--- config.mk ---
export PLATFORM = sky130hd
export DESIGN_NAME = ysyx_23060201_wbu_flat
export DESIGN_NICKNAME = d
export VERILOG_FILES = /design/src/rtl/ysyx_23060201_wbu_if.sv /design/src/rtl/ysyx_23060201_wbu.sv /design/src/flat_wrapper.sv
export SDC_FILE = /design/constraint.sdc
export NUM_CORES = 1
export LEC_CHECK = 0
export CAP_MARGIN = 25
export CORE_UTILIZATION = 35
export CTS_CLUSTER_SIZE = 24
export DETAILED_ROUTE_END_ITERATION = 10
export PLACE_DENSITY = 0.8
export SLEW_MARGIN = 20
export SYNTH_ARGS = -nofsm -noshare
export SYNTH_HDL_FRONTEND = slang
export SYNTH_SLANG_ARGS = --single-unit
--- constraint.sdc ---
create_clock -name clk -period 4.66 [get_ports clk]
set_input_delay 1.165 -clock clk [delete_from_list [all_inputs] [get_ports clk]]
set_output_delay 1.165 -clock clk [all_outputs]
set_load 0.05 [all_outputs]
--- src/rtl/ysyx_23060201_wbu_if.sv ---
// Retire handshake between the EXU/LSU side (master) and the writeback unit (slave).
// Carries the retiring instruction's destination, source select and candidate results.
interface ysyx_23060201_wbu_if #(
  parameter int GPR_ADDR_WIDTH = 5,
  parameter int DATA_WIDTH     = 32
);
  logic                      in_valid;
  logic                      in_ready;
  logic [GPR_ADDR_WIDTH-1:0] in_rd;
  logic                      in_rd_wen;
  logic [1:0]                in_sel;
  logic [DATA_WIDTH-1:0]     in_alu;
  logic [DATA_WIDTH-1:0]     in_snpc;
  logic [DATA_WIDTH-1:0]     in_csr;
  logic [2:0]                in_ld_funct3;
  logic [1:0]                in_ld_off;

  modport master (
    output in_valid, in_rd, in_rd_wen, in_sel, in_alu, in_snpc, in_csr,
           in_ld_funct3, in_ld_off,
    input  in_ready
  );

  modport slave (
    input  in_valid, in_rd, in_rd_wen, in_sel, in_alu, in_snpc, in_csr,
           in_ld_funct3, in_ld_off,
    output in_ready
  );
endinterface

--- src/rtl/ysyx_23060201_wbu.sv ---
// Writeback unit: retires one instruction at a time, extends load data and drives the GPR write port.
// Define WBU_FWD_EN to add the fwd_busy/fwd_valid/fwd_rd/fwd_data hazard outputs for decode.
module ysyx_23060201_wbu #(
  parameter int GPR_ADDR_WIDTH = 5,
  parameter int DATA_WIDTH     = 32
) (
  input  logic                      clk,
  input  logic                      rst,
  ysyx_23060201_wbu_if.slave        wb_in,
  input  logic                      lsu_rvalid,
  input  logic [DATA_WIDTH-1:0]     lsu_rdata,
  output logic                      gpr_wen,
  output logic [GPR_ADDR_WIDTH-1:0] gpr_waddr,
  output logic [DATA_WIDTH-1:0]     gpr_wdata,
  output logic                      commit
`ifdef WBU_FWD_EN
  ,
  output logic                      fwd_busy,
  output logic                      fwd_valid,
  output logic [GPR_ADDR_WIDTH-1:0] fwd_rd,
  output logic [DATA_WIDTH-1:0]     fwd_data
`endif
);

  localparam logic [1:0] S_IDLE    = 2'd0;
  localparam logic [1:0] S_WAIT_LD = 2'd1;
  localparam logic [1:0] S_WRITE   = 2'd2;

  localparam logic [1:0] SEL_ALU  = 2'b00;
  localparam logic [1:0] SEL_LOAD = 2'b01;
  localparam logic [1:0] SEL_SNPC = 2'b10;
  localparam logic [1:0] SEL_CSR  = 2'b11;

  logic [1:0]                state;
  logic [GPR_ADDR_WIDTH-1:0] rd_q;
  logic                      rd_wen_q;
  logic [2:0]                funct3_q;
  logic [1:0]                off_q;

  logic                      idle;
  logic                      direct_we;
  logic                      load_we;
  logic [DATA_WIDTH-1:0]     src_data;
  logic [7:0]                ld_byte;
  logic [15:0]               ld_half;
  logic [DATA_WIDTH-1:0]     ld_data;

  assign idle           = (state == S_IDLE);
  assign wb_in.in_ready = idle & ~rst;

  // Writes to x0 or from non-writing instructions still retire, but never reach the GPR file.
  assign direct_we = wb_in.in_rd_wen & (|wb_in.in_rd);
  assign load_we   = rd_wen_q & (|rd_q);

  // NOTE: every combinational output gets a default before the case, so no path can infer a latch.
  always_comb begin
    src_data = wb_in.in_alu;
    case (wb_in.in_sel)
      SEL_SNPC: src_data = wb_in.in_snpc;
      SEL_CSR:  src_data = wb_in.in_csr;
      default:  src_data = wb_in.in_alu;
    endcase
  end

  always_comb begin
    ld_byte = lsu_rdata[7:0];
    case (off_q)
      2'd1:    ld_byte = lsu_rdata[15:8];
      2'd2:    ld_byte = lsu_rdata[23:16];
      2'd3:    ld_byte = lsu_rdata[31:24];
      default: ld_byte = lsu_rdata[7:0];
    endcase
    ld_half = off_q[1] ? lsu_rdata[31:16] : lsu_rdata[15:0];

    ld_data = '0;
    case (funct3_q)
      3'b000:  ld_data = {{(DATA_WIDTH-8){ld_byte[7]}}, ld_byte};
      3'b001:  ld_data = {{(DATA_WIDTH-16){ld_half[15]}}, ld_half};
      3'b010:  ld_data = lsu_rdata;
      3'b100:  ld_data = {{(DATA_WIDTH-8){1'b0}}, ld_byte};
      3'b101:  ld_data = {{(DATA_WIDTH-16){1'b0}}, ld_half};
      default: ld_data = '0;
    endcase
  end

  // NOTE: state and outputs are registers, so only non-blocking assignments are used here.
  always_ff @(posedge clk or posedge rst) begin
    if (rst) begin
      state     <= S_IDLE;
      rd_q      <= '0;
      rd_wen_q  <= 1'b0;
      funct3_q  <= '0;
      off_q     <= '0;
      gpr_wen   <= 1'b0;
      gpr_waddr <= '0;
      gpr_wdata <= '0;
      commit    <= 1'b0;
    end else begin
      gpr_wen <= 1'b0;
      commit  <= 1'b0;
      case (state)
        S_IDLE: begin
          if (wb_in.in_valid) begin
            rd_q     <= wb_in.in_rd;
            rd_wen_q <= wb_in.in_rd_wen;
            if (wb_in.in_sel == SEL_LOAD) begin
              funct3_q <= wb_in.in_ld_funct3;
              off_q    <= wb_in.in_ld_off;
              state    <= S_WAIT_LD;
            end else begin
              gpr_wen   <= direct_we;
              gpr_waddr <= wb_in.in_rd;
              gpr_wdata <= direct_we ? src_data : '0;
              commit    <= 1'b1;
              state     <= S_WRITE;
            end
          end
        end
        S_WAIT_LD: begin
          // No timeout: the load stays pending until memory answers or reset drops it.
          if (lsu_rvalid) begin
            gpr_wen   <= load_we;
            gpr_waddr <= rd_q;
            gpr_wdata <= load_we ? ld_data : '0;
            commit    <= 1'b1;
            state     <= S_WRITE;
          end
        end
        S_WRITE: state <= S_IDLE;
        default: state <= S_IDLE;
      endcase
    end
  end

`ifdef WBU_FWD_EN
  assign fwd_busy  = (state == S_WAIT_LD) & load_we;
  assign fwd_valid = gpr_wen;
  assign fwd_rd    = rd_q;
  assign fwd_data  = gpr_wdata;
`endif

endmodule
--- src/flat_wrapper.sv ---
// flat-port wrapper written by rule: the top's interface ports become plain ports
module ysyx_23060201_wbu_flat 
#(
  parameter int GPR_ADDR_WIDTH = 5,
  parameter int DATA_WIDTH     = 32
)
  (clk, rst, lsu_rvalid, lsu_rdata, gpr_wen, gpr_waddr, gpr_wdata, commit, wb_in_in_valid, wb_in_in_rd, wb_in_in_rd_wen, wb_in_in_sel, wb_in_in_alu, wb_in_in_snpc, wb_in_in_csr, wb_in_in_ld_funct3, wb_in_in_ld_off, wb_in_in_ready);
  ysyx_23060201_wbu_if #(.GPR_ADDR_WIDTH(GPR_ADDR_WIDTH), .DATA_WIDTH(DATA_WIDTH)) wb_in_i ();
  input  logic clk;
  input  logic rst;
  input  logic lsu_rvalid;
  input  logic [DATA_WIDTH-1:0] lsu_rdata;
  output logic gpr_wen;
  output logic [GPR_ADDR_WIDTH-1:0] gpr_waddr;
  output logic [DATA_WIDTH-1:0] gpr_wdata;
  output logic commit;
  input wire logic [$bits(wb_in_i.in_valid)-1:0] wb_in_in_valid;
  input wire logic [$bits(wb_in_i.in_rd)-1:0] wb_in_in_rd;
  input wire logic [$bits(wb_in_i.in_rd_wen)-1:0] wb_in_in_rd_wen;
  input wire logic [$bits(wb_in_i.in_sel)-1:0] wb_in_in_sel;
  input wire logic [$bits(wb_in_i.in_alu)-1:0] wb_in_in_alu;
  input wire logic [$bits(wb_in_i.in_snpc)-1:0] wb_in_in_snpc;
  input wire logic [$bits(wb_in_i.in_csr)-1:0] wb_in_in_csr;
  input wire logic [$bits(wb_in_i.in_ld_funct3)-1:0] wb_in_in_ld_funct3;
  input wire logic [$bits(wb_in_i.in_ld_off)-1:0] wb_in_in_ld_off;
  output wire logic [$bits(wb_in_i.in_ready)-1:0] wb_in_in_ready;
  assign wb_in_i.in_valid = wb_in_in_valid;
  assign wb_in_i.in_rd = wb_in_in_rd;
  assign wb_in_i.in_rd_wen = wb_in_in_rd_wen;
  assign wb_in_i.in_sel = wb_in_in_sel;
  assign wb_in_i.in_alu = wb_in_in_alu;
  assign wb_in_i.in_snpc = wb_in_in_snpc;
  assign wb_in_i.in_csr = wb_in_in_csr;
  assign wb_in_i.in_ld_funct3 = wb_in_in_ld_funct3;
  assign wb_in_i.in_ld_off = wb_in_in_ld_off;
  assign wb_in_in_ready = wb_in_i.in_ready;
  ysyx_23060201_wbu #(.GPR_ADDR_WIDTH(GPR_ADDR_WIDTH), .DATA_WIDTH(DATA_WIDTH)) u_core (.clk(clk), .rst(rst), .wb_in(wb_in_i), .lsu_rvalid(lsu_rvalid), .lsu_rdata(lsu_rdata), .gpr_wen(gpr_wen), .gpr_waddr(gpr_waddr), .gpr_wdata(gpr_wdata), .commit(commit));
endmodule
==> results of run 1 <==
-- power groups by stage --
| stage | combinational, µW | sequential, µW | clock (µW) |
|---|---|---|---|
| 2_1_floorplan | 424 | 926 | 0 |
| 3_3_place_gp | 1060 | 671 | 0 |
| 3_5_place_dp | 1090 | 675 | 0 |
| 4_1_cts | 1090 | 667 | 271 |
| 5_1_grt | 1150 | 686 | 291 |
| 6_report | 1090 | 669 | 264 |
-- stage by stage --
step	power [µW]	hold slack [ps]	worst slack, ps	cells
2_1_floorplan	1350	481	1230	376
3_3_place_gp	1730	473	879	662
3_5_place_dp	1760	486	851	665
4_1_cts	2030	513	832	673
5_1_grt	2130	534	789	673
6_report	2020	505	828	673
-- area by class of cell --
class	count	area, µm²	share of cell area [%]
Sequential cell	52	1300	24.0
Clock buffer	6	72.6	1.34
Inverter	6	25.0	0.461
Clock inverter	2	16.3	0.300
Multi-Input combinational cell	288	1950	35.9
Tap cell	129	161	2.98
Timing Repair Buffer	190	1900	35.0
-- tightest hold or removal path: stages (launching register included) --
cell and delay (ps):
sky130_fd_sc_hd__dfrtp_1 360, sky130_fd_sc_hd__nand2_1 50, sky130_fd_sc_hd__o21ai_0 60
-- cells in the mapped netlist --
| master | instances |
|---|---|
| sky130_fd_sc_hd__nand3_1 | 1 |
| sky130_fd_sc_hd__o221a_2 | 3 |
| sky130_fd_sc_hd__nor4_2 | 1 |
| sky130_fd_sc_hd__nand2b_1 | 6 |
| sky130_fd_sc_hd__or4_1 | 1 |
| sky130_fd_sc_hd__buf_4 | 2 |
| sky130_fd_sc_hd__o21a_1 | 1 |
| sky130_fd_sc_hd__mux2_2 | 14 |
| sky130_fd_sc_hd__a211o_1 | 3 |
| sky130_fd_sc_hd__o211ai_2 | 1 |
| sky130_fd_sc_hd__inv_1 | 5 |
| sky130_fd_sc_hd__o21ai_1 | 4 |
| sky130_fd_sc_hd__dfrtp_1 | 52 |
| sky130_fd_sc_hd__inv_4 | 1 |
| sky130_fd_sc_hd__a221o_1 | 9 |
| sky130_fd_sc_hd__a2bb2oi_1 | 1 |
| sky130_fd_sc_hd__nor2b_1 | 3 |
| sky130_fd_sc_hd__buf_6 | 1 |
| sky130_fd_sc_hd__nor3_1 | 3 |
| sky130_fd_sc_hd__o32a_1 | 4 |
| sky130_fd_sc_hd__buf_2 | 12 |
| sky130_fd_sc_hd__clkbuf_1 | 15 |
| sky130_fd_sc_hd__nand3b_1 | 2 |
| sky130_fd_sc_hd__nor3b_2 | 2 |
| sky130_fd_sc_hd__a21oi_1 | 60 |
| sky130_fd_sc_hd__a21o_1 | 1 |
| sky130_fd_sc_hd__mux2i_1 | 44 |
| sky130_fd_sc_hd__o2bb2ai_1 | 2 |
| sky130_fd_sc_hd__o21ai_0 | 27 |
| sky130_fd_sc_hd__o221ai_1 | 4 |
| sky130_fd_sc_hd__nand3_2 | 1 |
| sky130_fd_sc_hd__a31oi_1 | 4 |
| sky130_fd_sc_hd__a211oi_2 | 1 |
| sky130_fd_sc_hd__a22oi_1 | 28 |
| sky130_fd_sc_hd__nand2_1 | 14 |
| sky130_fd_sc_hd__nor2_1 | 43 |
-- cell families (layout without fill, tap and decap cells) --
kind of cell / after synthesis / after routing / synth area share, %
compound gates: 153 / 153 / 28.8
mux: 58 / 58 / 17.5
buf+inv: 36 / 204 / 4.92
flops: 52 / 52 / 38.2
simple gates: 77 / 77 / 10.6
-- path summary, 6_finish.rpt --
check | from | slack [ps] | to
worst max-delay path | rst | 830 | wb_in_in_ready
worst min-delay path | u_core.gpr_waddr[4] | 510 | u_core.gpr_waddr[4]
worst max register to register | u_core.state[1] | 2290 | u_core.gpr_wdata[23]
worst min register to register | u_core.gpr_waddr[4] | 510 | u_core.gpr_waddr[4]
max in group asynchronous | rst | 2840 | u_core.gpr_wdata[14]
min in group asynchronous | rst | 1260 | u_core.state[0]
-- metal layers --
metal / routed length, µm / global-route usage, % / vias to the layer above
met4: 202 / 5.46 / 0
met1: 4540 / 25.4 / 1695
met2: 5980 / 42.6 / 140
met3: 1020 / 5.96 / 16
met5: 0 / 0 / -
li1: - / - / 1742
-- registers in the layout, indices dropped and copies added (netlist names) --
register          count
u_core.state          2
u_core.funct3_q       3
u_core.off_q          2
u_core.commit         1
u_core.rd_wen_q       1
u_core.rd_q           5
u_core.gpr_waddr      5
u_core.gpr_wen        1
u_core.gpr_wdata     32
-- placed cells by master, fill, tap and decap left out, types with 2 or more instances in the layout --
cell and count:
sky130_fd_sc_hd__nand3b_1 2, sky130_fd_sc_hd__o32a_1 4, sky130_fd_sc_hd__inv_1 4, sky130_fd_sc_hd__o21ai_1 4, sky130_fd_sc_hd__buf_2 2, sky130_fd_sc_hd__a211o_1 3, sky130_fd_sc_hd__mux2i_1 44, sky130_fd_sc_hd__o221a_2 3
sky130_fd_sc_hd__nand2b_1 5, sky130_fd_sc_hd__nor2b_1 3, sky130_fd_sc_hd__a221o_1 9, sky130_fd_sc_hd__dfrtp_1 52, sky130_fd_sc_hd__a21oi_1 60, sky130_fd_sc_hd__clkdlybuf4s50_1 182, sky130_fd_sc_hd__o2bb2ai_1 2, sky130_fd_sc_hd__a22oi_1 28
sky130_fd_sc_hd__nand2_1 14, sky130_fd_sc_hd__a31oi_1 4, sky130_fd_sc_hd__clkbuf_8 5, sky130_fd_sc_hd__mux2_2 14, sky130_fd_sc_hd__o21ai_0 27, sky130_fd_sc_hd__nor3_1 3, sky130_fd_sc_hd__o221ai_1 4, sky130_fd_sc_hd__nor2_1 43
sky130_fd_sc_hd__buf_4 4
==> run metrics, run 1 <==
top cells by area, synth=sky130_fd_sc_hd__dfrtp_1, sky130_fd_sc_hd__mux2i_1, sky130_fd_sc_hd__a21oi_1; Synth Register Bits=52; proportion of power drawn by the clock network=13.1%; Filler Cells Inserted=811; starting DRC count in detailed routing=178; via count of the first global-routing pass=3624; final core area utilization=58.1%; final net count=688; instance count on the critical path=3; die outline width=101 µm; Detailed Routing Iterations Pass 1=5; count of antenna diodes in the layout=0; Port Buf Inserts=184; VDD IR max=272 µV; Total Neg Setup Slack=0 ps; cell type contributing the most total cell area after synthesis=sky130_fd_sc_hd__dfrtp_1; count of cells resized by post-cts repair=0; Crit path largest cell delay=840 ps; Leak Pwr=0.00221 µW; Internal=1120 µW; wire length of the first global-routing pass=17800 µm; cell area after placement=5330 µm²; final worst path period share=82.2%; maximum number of pins on one net before global-route repair=65; count of pins over their slew limit=0; top-level port count=185; power density of the placed cells=373 nW/µm²; Crit path arrival time=2670 ps; crit end category=output pin; detailed-route DRC error count=0; register area share after synthesis=38.2%; synthesized net count=521; std cell rows=35; weighted congestion reported at the end of routability-driven placement=0.846; average instance area after synthesis=9.07 µm²; slew margin rel.=41.6%; Slew @ Worst Pin=876 ps; share of Yosys cell area claimed by the top area cell type=38.2%; Hold Path Stages=2; post-route cell area=5420 µm²; crit path cell chain=clkdlybuf4s50_1, nor3_1, clkdlybuf4s50_1; total buffers and inverters traversed by the critical path=2; post-DR vias/cell=5.34; clock root buffer master=sky130_fd_sc_hd__clkbuf_8; cts hold-fix bufs=0; Psw=897 µW; combinational group share of total power=53.8%; Die Y=101 µm; data required time at the worst endpoint=3490 ps; TritonCTS clock tree=built; worst min-delay path class=reg2reg; family with the most delay on the worst path=buffers and inverters; number of H-tree levels=2; Critical Path Source Type=primary input; Die Footprint=10100 µm²; sum of overflow across all layers after global routing=0; WL final=11700 µm; starting utilization of the core area=36.6%; worst-path maximum fanout=2; most used cell, CP=sky130_fd_sc_hd__clkdlybuf4s50_1; clk sinks=52; maximum clock frequency=261 MHz; Fin Clk Skew=15.2 ps; number of hold-slack violations in the final timing report=0; Finish-stage setup viols=0; core region area=9330 µm²; Via Count=3593; FF-to-FF path depth=6; number of max-cap violations=0; synth warn=0; status=completed; Num CTS Buffers=5; Post-CTS Setup Repair Bufs=0; maximum clock insertion buffer count=2; cells after synthesis=376; count of nets left with antenna violations after detail routing=0; antenna violations before repair=0; cell area after technology mapping=3410 µm²; clock transition at the registers of the reported paths=90 ps; sequential share of power=33.1%; clock network latency to the later pin of the worst-skew pair=310 ps; area growth from synthesis to final layout=59.0%; Distinct cells, synth=36; highest-delay cell along the critical path=sky130_fd_sc_hd__clkdlybuf4s50_1; Tmin final=3830 ps; switching portion of total power=44.4%; global-route usage over all layers=22.7%; unrepaired setup endpoints after global routing=no; fraction of final layout cells sized beyond drive strength 1=7.54%; class of the most critical setup path=in2out; Routed WL per cell=17.4 µm; dpl hpwl=9180 µm
No activity file was read; power rests on OpenSTA's default activity.
==> inputs of run 2 (changes only) <==
--- a/config.mk
+++ b/config.mk
@@ -9,7 +9,7 @@
 export CORE_UTILIZATION = 35
 export CTS_CLUSTER_SIZE = 24
 export DETAILED_ROUTE_END_ITERATION = 10
-export PLACE_DENSITY = 0.8
+export PLACE_DENSITY = 0.83
 export SLEW_MARGIN = 20
 export SYNTH_ARGS = -nofsm -noshare
 export SYNTH_HDL_FRONTEND = slang
==> constraint.sdc (replaced) <==
create_clock -name clk -period 3.45 [get_ports clk]
set_input_delay 0.8625 -clock clk [delete_from_list [all_inputs] [get_ports clk]]
set_output_delay 0.8625 -clock clk [all_outputs]
set_load 0.05 [all_outputs]
==> run metrics, run 2 (synthesized netlist as in run 1, its figures left out) <==
WL final=12000 µm (+2.6%); clock transition at the registers of the reported paths=100 ps (about the same); most common library cell in the layout ignoring fill and taps=sky130_fd_sc_hd__clkdlybuf4s50_1; Slew @ Worst Pin=820 ps (-56.6 ps); Port Buf Inserts=184 (unchanged); cts hold-fix bufs=0 (unchanged); count of cells resized by post-cts repair=0 (unchanged); flip-flop count of the largest register after layout=32 (unchanged); detailed-route DRC error count=0 (unchanged); count of pins over their slew limit=0 (unchanged); die outline width=101 µm (unchanged); status=completed; number of hold-slack violations in the final timing report=0 (unchanged); cell area after placement=5340 µm² (about the same); most frequent cells in the layout=sky130_fd_sc_hd__clkdlybuf4s50_1, sky130_fd_sc_hd__a21oi_1, sky130_fd_sc_hd__dfrtp_1; slew margin rel.=45.4% (+3.8 points); Routed WL per cell=17.9 µm (+2.4%); sum of overflow across all layers after global routing=0 (unchanged); clock root buffer master=sky130_fd_sc_hd__clkbuf_8; Largest Register=u_core.gpr_wdata; dpl hpwl=9410 µm (+2.5%); starting DRC count in detailed routing=200 (+12%); crit end category=flop; worst min-delay path class=reg2reg; data required time at the worst endpoint=3630 ps (+140 ps); Detailed Routing Iterations Pass 1=5 (unchanged); final core area utilization=58.6% (+0.46 points); via count of the first global-routing pass=3690 (+1.8%); hold_ws=503 ps (-1.70 ps); sequential share of power=31.9% (-1.2 points); fraction of final layout cells sized beyond drive strength 1=8.07% (+0.54 points); area growth from synthesis to final layout=60.3%; core region area=9330 µm² (unchanged); starting utilization of the core area=36.6% (unchanged); maximum clock frequency=379 MHz; worst-path maximum fanout=16 (+14); count of nets left with antenna violations after detail routing=0 (unchanged); Die Y=101 µm (unchanged); class of the most critical setup path=in2reg; number of max-cap violations=0 (unchanged); registers with the highest flip-flop counts=u_core.gpr_wdata (32), u_core.gpr_waddr (5), u_core.rd_q (5); combinational group share of total power=51.9% (-1.9 points); Via Count=3672 (+2.2%); weighted congestion reported at the end of routability-driven placement=0.830 (-1.8%); Post-CTS Setup Repair Bufs=0 (unchanged); proportion of power drawn by the clock network=16.2% (+3.1 points); Internal=1630 µW (+45%); least setup slack across all paths after layout=809 ps (-19.3 ps); Num CTS Buffers=5 (unchanged); clock network latency to the later pin of the worst-skew pair=310 ps (about the same); global-route usage over all layers=23.5% (+0.81 points); final net count=689 (+0.15%); wire length of the first global-routing pass=18400 µm (+3.3%); TritonCTS clock tree=built; post-route cell area=5470 µm² (+0.78%); Critical Path Source Type=primary input; maximum number of pins on one net before global-route repair=65 (unchanged); std cell rows=35 (unchanged); final worst path period share=76.6%; Psw=1210 µW (+35%); Tmin final=2640 ps; top-level port count=185 (unchanged); maximum clock insertion buffer count=2 (unchanged); antenna violations before repair=0 (unchanged); VDD IR max=354 µV (+30%); count of antenna diodes in the layout=0 (unchanged); Finish-stage setup viols=0 (unchanged); post-DR vias/cell=5.45 (+2.0%); clk sinks=52 (unchanged); Crit path arrival time=2820 ps (+150 ps); unrepaired setup endpoints after global routing=no; Total Neg Setup Slack=0 ps (unchanged); Leak Pwr=0.00224 µW (+1.3%); Die Footprint=10100 µm² (unchanged); number of H-tree levels=2 (unchanged); switching portion of total power=42.6% (-1.8 points); Fin Clk Skew=11.3 ps (-3.92 ps); worst slack after detailed placement=477 ps (-374 ps); power density of the placed cells=520 nW/µm² (+40%)
-- run 2: per-stage QoR --
step	cells	total power, µW
2_1_floorplan	376	1820
3_3_place_gp	664	2350
3_5_place_dp	666	2390
4_1_cts	674	2860
5_1_grt	674	2990
6_report	674	2840
-- run 2: critical path, stage by stage --
cell and delay (ps):
sky130_fd_sc_hd__clkdlybuf4s50_1 450, sky130_fd_sc_hd__or4_1 560, sky130_fd_sc_hd__o211ai_2 310, sky130_fd_sc_hd__nor3b_4 170, sky130_fd_sc_hd__buf_8 190, sky130_fd_sc_hd__a22oi_1 140
sky130_fd_sc_hd__o21ai_0 120
-- run 2: path summary, 6_finish.rpt --
check	start	end	slack [ps]	depth (start not counted)
setup / recovery	wb_in_in_rd[1]	u_core.gpr_wdata[17]	810	7
hold / removal	u_core.gpr_waddr[2]	u_core.gpr_waddr[2]	500	2
setup reg to reg	u_core.state[1]	u_core.gpr_wdata[17]	1100	6
hold reg to reg	u_core.gpr_waddr[2]	u_core.gpr_waddr[2]	500	2
max in group asynchronous	rst	u_core.gpr_wdata[12]	1940	3
min in group asynchronous	rst	u_core.state[0]	960	2
-- run 2: power by group through the flow --
stage	combinational (µW)	clock (µW)	sequential, µW
after global placement	1440	0	909
final	1470	461	906
after CTS	1480	475	906
after detailed placement	1480	0	917
after floorplan	573	0	1250
after global routing	1570	495	931
-- run 2: cell type report --
cell class | instances | area [µm²]
inverter | 6 | 25.0
clock buffer | 7 | 96.3
sequential | 52 | 1300
multi-input combinational | 288 | 1950
tap | 129 | 161
clock inverter | 1 | 30.0
timing repair buffer | 191 | 1900
fill | 826 | 3860
-- run 2: per-layer routing --
layer  up-vias  share of wire, %  track usage (%)
li1       1748                 -                -
met1      1766                39             27.4
met2       136                51             42.3
met3        22               8.1             5.83
met4         0               2.2             7.47
met5         -                 0                0
